**src/rtl/control_multiciclo_pkg.sv**
```systemverilog
`default_nettype none
// +------------------------------------------------------------------------+
// | Package : jericalla_pkg                                                 |
// | Purpose : Shared encodings for the Jericalla multicycle control stage:  |
// |           ALU operation codes, MIPS R-type funct/opcode constants and   |
// |           the controller FSM state type.                                |
// | Rev     : 1.0  initial release                                          |
// +------------------------------------------------------------------------+
package jericalla_pkg;

  // ALU operation codes driven on alu_op_ctrl
  localparam logic [3:0] ALU_ADD = 4'd0;
  localparam logic [3:0] ALU_SUB = 4'd1;
  localparam logic [3:0] ALU_AND = 4'd2;
  localparam logic [3:0] ALU_OR  = 4'd3;
  localparam logic [3:0] ALU_SLT = 4'd4;

  // Supported R-type funct fields
  localparam logic [5:0] FUNCT_ADD = 6'h20;
  localparam logic [5:0] FUNCT_SUB = 6'h22;
  localparam logic [5:0] FUNCT_AND = 6'h24;
  localparam logic [5:0] FUNCT_OR  = 6'h25;
  localparam logic [5:0] FUNCT_SLT = 6'h2A;

  localparam logic [5:0] OPCODE_RTYPE = 6'h00;

  typedef enum logic [2:0] {
    ST_IDLE      = 3'd0,
    ST_FETCH     = 3'd1,
    ST_DECODE    = 3'd2,
    ST_EXECUTE   = 3'd3,
    ST_WRITEBACK = 3'd4,
    ST_HALT      = 3'd5
  } state_t;

endpackage
`default_nettype wire

```
**src/rtl/control_multiciclo_if.sv**
```systemverilog
`default_nettype none
// +------------------------------------------------------------------------+
// | Interface : control_multiciclo_if                                       |
// | Purpose   : Bundles the instruction-memory handshake and the register   |
// |             bank / ALU connections of the multicycle controller.        |
// | Signals   : imem_req/imem_addr/imem_ack/imem_data  - fetch handshake    |
// |             ra1_ctrl/ra2_ctrl/alu_op_ctrl/alu_res   - read + ALU path   |
// |             wa_ctrl/dw_ctrl/we_ctrl                 - bank write port   |
// | Modports  : master = controller side, slave = memory/bank/ALU side      |
// | Rev       : 1.0  initial release                                        |
// +------------------------------------------------------------------------+
interface control_multiciclo_if #(
  parameter int ADDR_W = 8
) ();

  logic              imem_req;
  logic [ADDR_W-1:0] imem_addr;
  logic              imem_ack;
  logic [31:0]       imem_data;
  logic [4:0]        ra1_ctrl;
  logic [4:0]        ra2_ctrl;
  logic [3:0]        alu_op_ctrl;
  logic [31:0]       alu_res;
  logic [4:0]        wa_ctrl;
  logic [31:0]       dw_ctrl;
  logic              we_ctrl;

  modport master (
    output imem_req, imem_addr, ra1_ctrl, ra2_ctrl, alu_op_ctrl,
           wa_ctrl, dw_ctrl, we_ctrl,
    input  imem_ack, imem_data, alu_res
  );

  modport slave (
    input  imem_req, imem_addr, ra1_ctrl, ra2_ctrl, alu_op_ctrl,
           wa_ctrl, dw_ctrl, we_ctrl,
    output imem_ack, imem_data, alu_res
  );

endinterface
`default_nettype wire

```
**src/rtl/control_multiciclo_decodificador_r.sv**
```systemverilog
`default_nettype none
// +------------------------------------------------------------------------+
// | Module  : decodificador_r                                               |
// | Purpose : Combinational R-type decoder: opcode/funct -> legal, alu_op.  |
// | Ports   : opcode (in, 6)  instruction bits [31:26]                      |
// |           funct  (in, 6)  instruction bits [5:0]                        |
// |           legal  (out, 1) instruction is a supported R-type op          |
// |           alu_op (out, 4) ALU operation code                            |
// | Rev     : 1.0  initial release                                          |
// +------------------------------------------------------------------------+
module decodificador_r
  import jericalla_pkg::*;
(
  input  logic [5:0] opcode,
  input  logic [5:0] funct,
  output logic       legal,
  output logic [3:0] alu_op
);

  always_comb begin
    legal  = 1'b0;
    alu_op = ALU_ADD;
    if (opcode == OPCODE_RTYPE) begin
      case (funct)
        FUNCT_ADD: begin legal = 1'b1; alu_op = ALU_ADD; end
        FUNCT_SUB: begin legal = 1'b1; alu_op = ALU_SUB; end
        FUNCT_AND: begin legal = 1'b1; alu_op = ALU_AND; end
        FUNCT_OR:  begin legal = 1'b1; alu_op = ALU_OR;  end
        FUNCT_SLT: begin legal = 1'b1; alu_op = ALU_SLT; end
        default:   begin legal = 1'b0; alu_op = ALU_ADD; end
      endcase
    end
  end

endmodule
`default_nettype wire

```
**src/rtl/control_multiciclo.sv**
```systemverilog
`default_nettype none
// +------------------------------------------------------------------------+
// | Module  : control_multiciclo                                            |
// | Purpose : Multicycle control stage of the Jericalla datapath. Fetches   |
// |           R-type instructions over a REQ/ACK handshake, decodes them,   |
// |           drives bank read addresses and ALU op, captures the ALU       |
// |           result and writes it back to the register bank.               |
// | Ports   : clk, rst_n (async, active-low)                                |
// |           start_ctrl   (in)  start/restart, honoured in IDLE/HALT only  |
// |           bus          (master) imem handshake + bank/ALU signals       |
// |           busy_ctrl    (out) high from FETCH to WRITEBACK               |
// |           illegal_ctrl (out) sticky, unsupported instruction halted us  |
// |           instr_count  (out) instructions retired since last start     |
// | Rev     : 1.0  initial release                                          |
// +------------------------------------------------------------------------+
module control_multiciclo
  import jericalla_pkg::*;
#(
  parameter int ADDR_W   = 8,
  parameter int PC_STEP  = 4,
  parameter int PROG_LEN = 64
) (
  input  logic                 clk,
  input  logic                 rst_n,
  input  logic                 start_ctrl,
  control_multiciclo_if.master bus,
  output logic                 busy_ctrl,
  output logic                 illegal_ctrl,
  output logic [15:0]          instr_count
);

  localparam logic [ADDR_W-1:0] c_pc_step  = ADDR_W'(PC_STEP);
  localparam logic [15:0]       c_prog_len = 16'(PROG_LEN);

  state_t            r_state;
  logic [ADDR_W-1:0] r_pc;
  logic [31:0]       r_ir;
  logic              r_req;
  logic [4:0]        r_ra1;
  logic [4:0]        r_ra2;
  logic [3:0]        r_alu_op;
  logic [4:0]        r_wa;
  logic [31:0]       r_dw;
  logic              r_we;
  logic              r_busy;
  logic              r_illegal;
  logic [15:0]       r_count;

  logic              w_legal;
  logic [3:0]        w_alu_op;
  logic [15:0]       w_count_next;
  logic              w_unused;

  decodificador_r u_dec (
    .opcode (r_ir[31:26]),
    .funct  (r_ir[5:0]),
    .legal  (w_legal),
    .alu_op (w_alu_op)
  );

  assign w_count_next = r_count + 16'd1;

  // shamt is not used by any supported operation
  assign w_unused = &{1'b0, r_ir[10:6]};

  always_ff @(posedge clk or negedge rst_n) begin
    if (!rst_n) begin
      r_state   <= ST_IDLE;
      r_pc      <= '0;
      r_ir      <= '0;
      r_req     <= 1'b0;
      r_ra1     <= '0;
      r_ra2     <= '0;
      r_alu_op  <= '0;
      r_wa      <= '0;
      r_dw      <= '0;
      r_we      <= 1'b0;
      r_busy    <= 1'b0;
      r_illegal <= 1'b0;
      r_count   <= '0;
    end else begin
      // write enable is a one-cycle pulse armed only from EXECUTE
      r_we <= 1'b0;
      case (r_state)
        ST_IDLE, ST_HALT: begin
          if (start_ctrl) begin
            r_state   <= ST_FETCH;
            r_pc      <= '0;
            r_count   <= '0;
            r_illegal <= 1'b0;
            r_req     <= 1'b1;
            r_busy    <= 1'b1;
          end
        end
        ST_FETCH: begin
          if (bus.imem_ack) begin
            r_ir    <= bus.imem_data;
            r_req   <= 1'b0;
            r_state <= ST_DECODE;
          end
        end
        ST_DECODE: begin
          r_ra1    <= r_ir[25:21];
          r_ra2    <= r_ir[20:16];
          r_wa     <= r_ir[15:11];
          r_alu_op <= w_alu_op;
          if (w_legal) begin
            r_state <= ST_EXECUTE;
          end else begin
            r_state   <= ST_HALT;
            r_illegal <= 1'b1;
            r_busy    <= 1'b0;
          end
        end
        ST_EXECUTE: begin
          // read addresses have been stable for a full cycle, ALU result is settled
          r_dw    <= bus.alu_res;
          r_we    <= (r_wa != 5'd0);
          r_state <= ST_WRITEBACK;
        end
        ST_WRITEBACK: begin
          r_pc    <= r_pc + c_pc_step;
          r_count <= w_count_next;
          if (w_count_next == c_prog_len) begin
            r_state <= ST_HALT;
            r_busy  <= 1'b0;
          end else begin
            r_state <= ST_FETCH;
            r_req   <= 1'b1;
          end
        end
        default: begin
          r_state <= ST_IDLE;
          r_req   <= 1'b0;
          r_busy  <= 1'b0;
        end
      endcase
    end
  end

  assign bus.imem_req    = r_req;
  assign bus.imem_addr   = r_pc;
  assign bus.ra1_ctrl    = r_ra1;
  assign bus.ra2_ctrl    = r_ra2;
  assign bus.alu_op_ctrl = r_alu_op;
  assign bus.wa_ctrl     = r_wa;
  assign bus.dw_ctrl     = r_dw;
  assign bus.we_ctrl     = r_we;
  assign busy_ctrl       = r_busy;
  assign illegal_ctrl    = r_illegal;
  assign instr_count     = r_count;

endmodule
`default_nettype wire

```
**src/flat_wrapper.sv**
```systemverilog
// flat-port wrapper written by rule: the top's interface ports become plain ports
module control_multiciclo_flat import jericalla_pkg::*;
#(
  parameter int ADDR_W   = 8,
  parameter int PC_STEP  = 4,
  parameter int PROG_LEN = 64
)
  (clk, rst_n, start_ctrl, busy_ctrl, illegal_ctrl, instr_count, bus_imem_req, bus_imem_addr, bus_ra1_ctrl, bus_ra2_ctrl, bus_alu_op_ctrl, bus_wa_ctrl, bus_dw_ctrl, bus_we_ctrl, bus_imem_ack, bus_imem_data, bus_alu_res);
  control_multiciclo_if #(.ADDR_W(ADDR_W)) bus_i ();
  input  logic clk;
  input  logic rst_n;
  input  logic start_ctrl;
  output logic busy_ctrl;
  output logic illegal_ctrl;
  output logic [15:0] instr_count;
  output wire logic [$bits(bus_i.imem_req)-1:0] bus_imem_req;
  output wire logic [$bits(bus_i.imem_addr)-1:0] bus_imem_addr;
  output wire logic [$bits(bus_i.ra1_ctrl)-1:0] bus_ra1_ctrl;
  output wire logic [$bits(bus_i.ra2_ctrl)-1:0] bus_ra2_ctrl;
  output wire logic [$bits(bus_i.alu_op_ctrl)-1:0] bus_alu_op_ctrl;
  output wire logic [$bits(bus_i.wa_ctrl)-1:0] bus_wa_ctrl;
  output wire logic [$bits(bus_i.dw_ctrl)-1:0] bus_dw_ctrl;
  output wire logic [$bits(bus_i.we_ctrl)-1:0] bus_we_ctrl;
  input wire logic [$bits(bus_i.imem_ack)-1:0] bus_imem_ack;
  input wire logic [$bits(bus_i.imem_data)-1:0] bus_imem_data;
  input wire logic [$bits(bus_i.alu_res)-1:0] bus_alu_res;
  assign bus_imem_req = bus_i.imem_req;
  assign bus_imem_addr = bus_i.imem_addr;
  assign bus_ra1_ctrl = bus_i.ra1_ctrl;
  assign bus_ra2_ctrl = bus_i.ra2_ctrl;
  assign bus_alu_op_ctrl = bus_i.alu_op_ctrl;
  assign bus_wa_ctrl = bus_i.wa_ctrl;
  assign bus_dw_ctrl = bus_i.dw_ctrl;
  assign bus_we_ctrl = bus_i.we_ctrl;
  assign bus_i.imem_ack = bus_imem_ack;
  assign bus_i.imem_data = bus_imem_data;
  assign bus_i.alu_res = bus_alu_res;
  control_multiciclo #(.ADDR_W(ADDR_W), .PC_STEP(PC_STEP), .PROG_LEN(PROG_LEN)) u_core (.clk(clk), .rst_n(rst_n), .start_ctrl(start_ctrl), .bus(bus_i), .busy_ctrl(busy_ctrl), .illegal_ctrl(illegal_ctrl), .instr_count(instr_count));
endmodule
```
**config.mk**
```make
export PLATFORM = sky130hd
export DESIGN_NAME = control_multiciclo_flat
export DESIGN_NICKNAME = d
export VERILOG_FILES = /design/src/rtl/control_multiciclo_pkg.sv /design/src/rtl/control_multiciclo_if.sv /design/src/rtl/control_multiciclo_decodificador_r.sv /design/src/rtl/control_multiciclo.sv /design/src/flat_wrapper.sv
export SDC_FILE = /design/constraint.sdc
export NUM_CORES = 1
export LEC_CHECK = 0
export ABC_AREA = 0
export CAP_MARGIN = 20
export CORE_UTILIZATION = 35
export DETAILED_ROUTE_END_ITERATION = 10
export PLACE_DENSITY = 0.69
export SYNTH_ARGS = -nofsm -noshare
export SYNTH_HDL_FRONTEND = slang
export SYNTH_SLANG_ARGS = --single-unit
```
**constraint.sdc**
```tcl
create_clock -name clk -period 5.2 [get_ports clk]
set_clock_uncertainty 0.1 [all_clocks]
set_input_delay 0.52 -clock clk [delete_from_list [all_inputs] [get_ports clk]]
set_output_delay 0.52 -clock clk [all_outputs]
set_load 0.03 [all_outputs]
```
# --- Word level (Yosys, flattened, before mapping) ---
# Index checks and enable logic that the tools add are counted.
# Widths: inputs -> output; s select.
totals:
  out_inout_bits: 79
  mem_bits_ro: 0
  ramBits: 0
  latch_bits: 0
  in_bits: 68
  n_memories: 0
  register_bits: 114
  elab_cells: 72
classes:
  muxes: 24
  reduce_logical: 15
  addsub: 2
  n_mul: 0
  div_mod_pow: 0
  magnitude_cmp: 0
  n_shift: 0
  eq_ne: 16
  bitwise_logic: 2
ops:
  columns: ["cell", "count"]
  rows:
  - ["$pmux 16 s2", 1]
  - ["$eq 6x6->1 const B", 5]
  - ["$add 16x1->16 const B", 1]
  - ["$eq 16x7->1 const B", 1]
  - ["$mux 16", 1]
  - ["$pmux 8 s2", 1]
  - ["$mux 3", 5]
  - ["$pmux 3 s5", 1]
  - ["$pmux 3 s4", 1]
  - ["$mux 1", 10]
  - ["$add 8x3->8 const B", 1]
  - ["$mux 8", 1]
  - ["$ne 2x2->1 const B", 4]
  - ["$pmux 1 s4", 2]
  - ["$reduce_and 4->1", 2]
  - ["$eq 3x2->1 const B", 2]
  - ["$eq 3x3->1 const B", 2]
  - ["$logic_not 6->1", 1]
  - ["$reduce_and 2->1", 3]
  - ["$reduce_or 2->1", 3]
  - ["$reduce_bool 5->1", 1]
  - ["$reduce_or 5->1", 1]
  - ["$reduce_bool 2->1", 2]
  - ["$eq 3x1->1 const B", 1]
  - ["5 further kinds", 6]

# --- Logic depth before layout (Yosys ltp) ---
logic_depth:
  depth_word: 6
  depth_mapped: 7
  mapped_depth_nobuf: 6

# --- Modules after synthesis ---
# Synthesis repeated with hierarchy kept, for this count alone.
unflattened:
  hier_cells: 402
  hier_area_um2: 4793.3
modules_own_cells:
  columns: ["module", "area_each_um2", "n_inst", "seq_area_each_um2", "cells_per_inst"]
  rows:
  - ["control_multiciclo", 4667.0, 1, 2677.6, 388]
  - ["decodificador_r", 126.4, 1, 0.0, 14]

# --- Least setup slack after synthesis ---
# No wires, ideal clock.
synth_timing:
  path_kind: "reg2reg"
  startpoint: "reg u_core.r_count[0] (netlist: u_core.instr_count[0])"
  endpoint: "reg u_core.r_req (netlist: u_core.bus.imem_req)"
  setup_time_ns: 0.134
  stages_incl_launch_ff: 7
  n_path_buf: 0
  slack_ns: 3.023
  arrival_time_ns: 1.943
  synth_period_minus_slack_ns: 2.177
  path_cell_list: "dfrtp_1 ha_1 nand2_1 or4_4 mux2i_1 a221oi_2 a21oi_1"
synth_via:
  elab_chain_len: 4
synth_rtl:
  columns: ["element", "line", "source"]
  rows:
  - ["start: declaration", "control_multiciclo.sv:47", "logic [15:0] r_count;"]
  - ["start signal: assignment", "control_multiciclo.sv:123", "r_count <= w_count_next;"]
  - ["$add 16x1->16", "control_multiciclo.sv:61", "assign w_count_next = r_count + 16'd1;"]
  - ["$eq 16x7->1", "control_multiciclo.sv:124", "if (w_count_next == c_prog_len) begin"]
  - ["$ne 2x2->1 (no line)", null, null]
  - ["$reduce_and 4->1 (no line)", null, null]
  - ["end signal: assignment", "control_multiciclo.sv:71", "r_req <= 1'b0;"]
  - ["end signal: assignment", "control_multiciclo.sv:129", "r_req <= 1'b1;"]
  - ["end signal: assignment", "control_multiciclo.sv:134", "r_req <= 1'b0;"]
  - ["end: declaration", "control_multiciclo.sv:38", "logic r_req;"]
# Every way passes these cells.
# A chain may end at the register's enable or synchronous reset.

# --- Final worst setup path ---
# Ends and elaborated chain as after synthesis.

==> flow_summary.ini <==
[setup_path]
slowest_delay_ns = 0.56
critPathLaunchType = flip-flop
reg2reg_slack_ns = 2.90
cpMaxStageDelayCell = or4_4
rr_worst_depth = 6
path_delay_family = simple AND/OR/NAND/NOR gates
crit_type = flip-flop to flip-flop
crit_fanout = 8
cp-end-kind = flip-flop
worst-path-buf-inv = 0
required_ns = 5.31
path_depth = 6
crit_chain = ha_1, nand2_1, or4_4, mux2i_1, a221oi_2, a21oi_1
arrival_ns = 2.41

[outcome]
status = completed

[synth]
synthXorXnorAreaFrac = 0.00937
yosys.area_share.simple = 0.152
synth_compound_area_frac = 0.0907
ys_ff_latch = 106
synth_top_family_by_area = simple AND/OR/NAND/NOR gates
yosysTopAreaCell = dfrtp_1
synthTopCellsByCount = 106 x dfrtp_1, 74 x nand2_1, 42 x mux2_2
synth_fa_ha_area_frac = 0.00535
yosysWarningCount = 0
netlist_area_um2 = 4670
avgSynthCellArea_um2 = 11.1
synth_ff_type = dfrtp_1
synth_cell_type_count = 54
synth.most_common_cell = dfrtp_1
synthTopCellsByArea = dfrtp_1 57%, mux2_2 10%, nand2_1 5.9%
syn_inst = 421
yosysTopAreaCellShare = 0.567
synth_edf_count = 0
synthArstFlopShare = 1.00
synthMuxAreaShare = 0.146
synth-seq-area-share = 0.567

[timing]
finalSetupTns_ns = 0
worstMarginPinSlew_ns = 0.799
slew_headroom = 0.468
clock.fmax_mhz = 435
finalHoldViolCount = 0
rsz0062_at_grt = no
finalCritPeriodShare = 0.442
period_needed_ns = 2.30
slew_viol_final = 0
setup-violations-final = 0

[floorplanning]
rows = 41
dieArea_um2 = 13800
core_um2 = 12800
start_util = 0.364
dieWidth_um = 118
io_pins = 147
fp.dieH_um = 118

[final_layout]
antennaDiodeCount = 0
nets = 624
drive_gt1_frac = 0.132
fin_util = 0.509
syn_to_final_growth_pct = 39.7

[clocking]
clk_latency_ns = 0.35
clock-sinks = 106
cts.clk_slew.worst_paths_ns = 0.07
cts_max_level = 3
cts_resized = 0
ctsRootBufferMaster = clkbuf_16
clk_path_buf_depth = 2
cts_buffers = 9
tritoncts = built
postCtsSetupBuffers = 0
hold_buffers = 0

[routing]
initialDrtViolationCount = 131
drtPass1Iterations = 4
avgViaCountPerCell = 4.94
ant_nets = 0
dr_total_vias = 3610
routed_wl_um = 10700
drc_errors = 0
wire_per_inst_um = 14.6

[grt]
grt_pass1_wl_um = 17600
antenna_found_initial = 0
grt_pass1_vias = 3563
grt_max_degree = 63
grt_usage = 0.158
overflow = 0

[placement]
io_buffers = 138
hpwl_um = 7370
gp_congestion = 0.803

[pwr]
p_per_area_nw_per_um2 = 571
p_leak_nw = 2.75
finalPower_mw = 3.73
peakVddDrop_mv = 0.263

[min_path]
min-delay-path-class = input pin to asynchronous set/reset pin

[job]
drv_cap = 0
## kinds of logic (layout without fill, tap and decap cells)
logic type | Yosys count | after routing
simple gates | 145 | 145
flops | 106 | 106
compound gates | 71 | 71
mux | 61 | 61
buf+inv | 30 | 166
xor+xnor | 5 | 5
fa+ha+maj | 2 | 2
other cells | 1 | 3
## report_power, final
group / switching, mW / total (mW) / leakage [nW] / internal, mW
combinational: 0.861 / 1.60 / 1.28 / 0.739
clock: 0.306 / 0.743 / 0.160 / 0.437
sequential: 0.234 / 1.39 / 1.32 / 1.15
## worst paths after layout
path / from / to
max reg2reg: u_core.instr_count[0] / u_core.bus.imem_req
min: rst_n / u_core.bus.dw_ctrl[10]
min reg2reg: u_core.r_ir[20] / u_core.bus.ra2_ctrl[4]
max in group asynchronous: rst_n / u_core.r_state[1]
max: u_core.instr_count[0] / u_core.bus.imem_req
min in group clk: u_core.r_ir[20] / u_core.bus.ra2_ctrl[4]
## registers in the layout (all words and copies together) (netlist names)
register,count
u_core.bus.dw_ctrl,32
u_core.r_ir,27
u_core.instr_count,16
u_core.bus.imem_addr,6
u_core.bus.ra1_ctrl,5
u_core.bus.ra2_ctrl,5
u_core.bus.wa_ctrl,5
u_core.bus.alu_op_ctrl,3
u_core.r_state,3
u_core.bus.imem_req,1
u_core.bus.we_ctrl,1
u_core.busy_ctrl,1
u_core.illegal_ctrl,1
## per-stage QoR
step,cell area [um2],hold slack [ns],setup slack [ns],std cells
after global placement,6200,0.343,2.97,715
after CTS,6530,0.0734,2.89,731
final,6530,0.0659,2.90,731
after detailed placement,6200,0.351,2.91,715
after floorplan,4680,0.124,3.02,423
after global routing,6530,0.0981,2.75,731
## cell type report
class / count / area [um2]
Clock buffer: 10 / 239
Clock inverter: 6 / 88.8
Fill cell: 1156 / 6290
Inverter: 8 / 30.0
Multi-Input combinational cell: 287 / 1900
Sequential cell: 106 / 2650
Tap cell: 172 / 215
Timing Repair Buffer: 142 / 1410
## cell usage in the layout, fill, tap and decap left out, drive strengths merged, types with 2 or more instances in the layout
cell type      synthesis  routed
mux2                  58      58
mux2i                  3       3
o31ai                  2       2
nand3                 11      11
or3                    3       3
bufinv                 0       2
and3                   3       3
dfrtp                106     106
buf                   13       5
nand2                 74      74
ha                     2       2
clkdlybuf4s50          0     137
a21o                   2       2
nor3                   7       7
o21ai                 34      34
inv                    8       9
a22o                   2       2
nor4b                  2       2
clkinv                 0       2
nor2                  20      20
clkbuf                 9      10
nand2b                 3       3
nand4                 10      10
conb                   1       3
nor2b                  2       2
o22ai                  3       3
xor2                   4       4
nor3b                  2       2
a31oi                  3       3
a21oi                 15      15
and2                   2       2
## per-layer routing
layer  track usage  vias up  share of wire
met5             0        -              0
met4        0.0633        0          0.016
met3        0.0417       11          0.060
met2         0.256      117           0.46
met1         0.203     1747           0.46
li1              -     1735              -
Power figures use the tool's default switching activity.
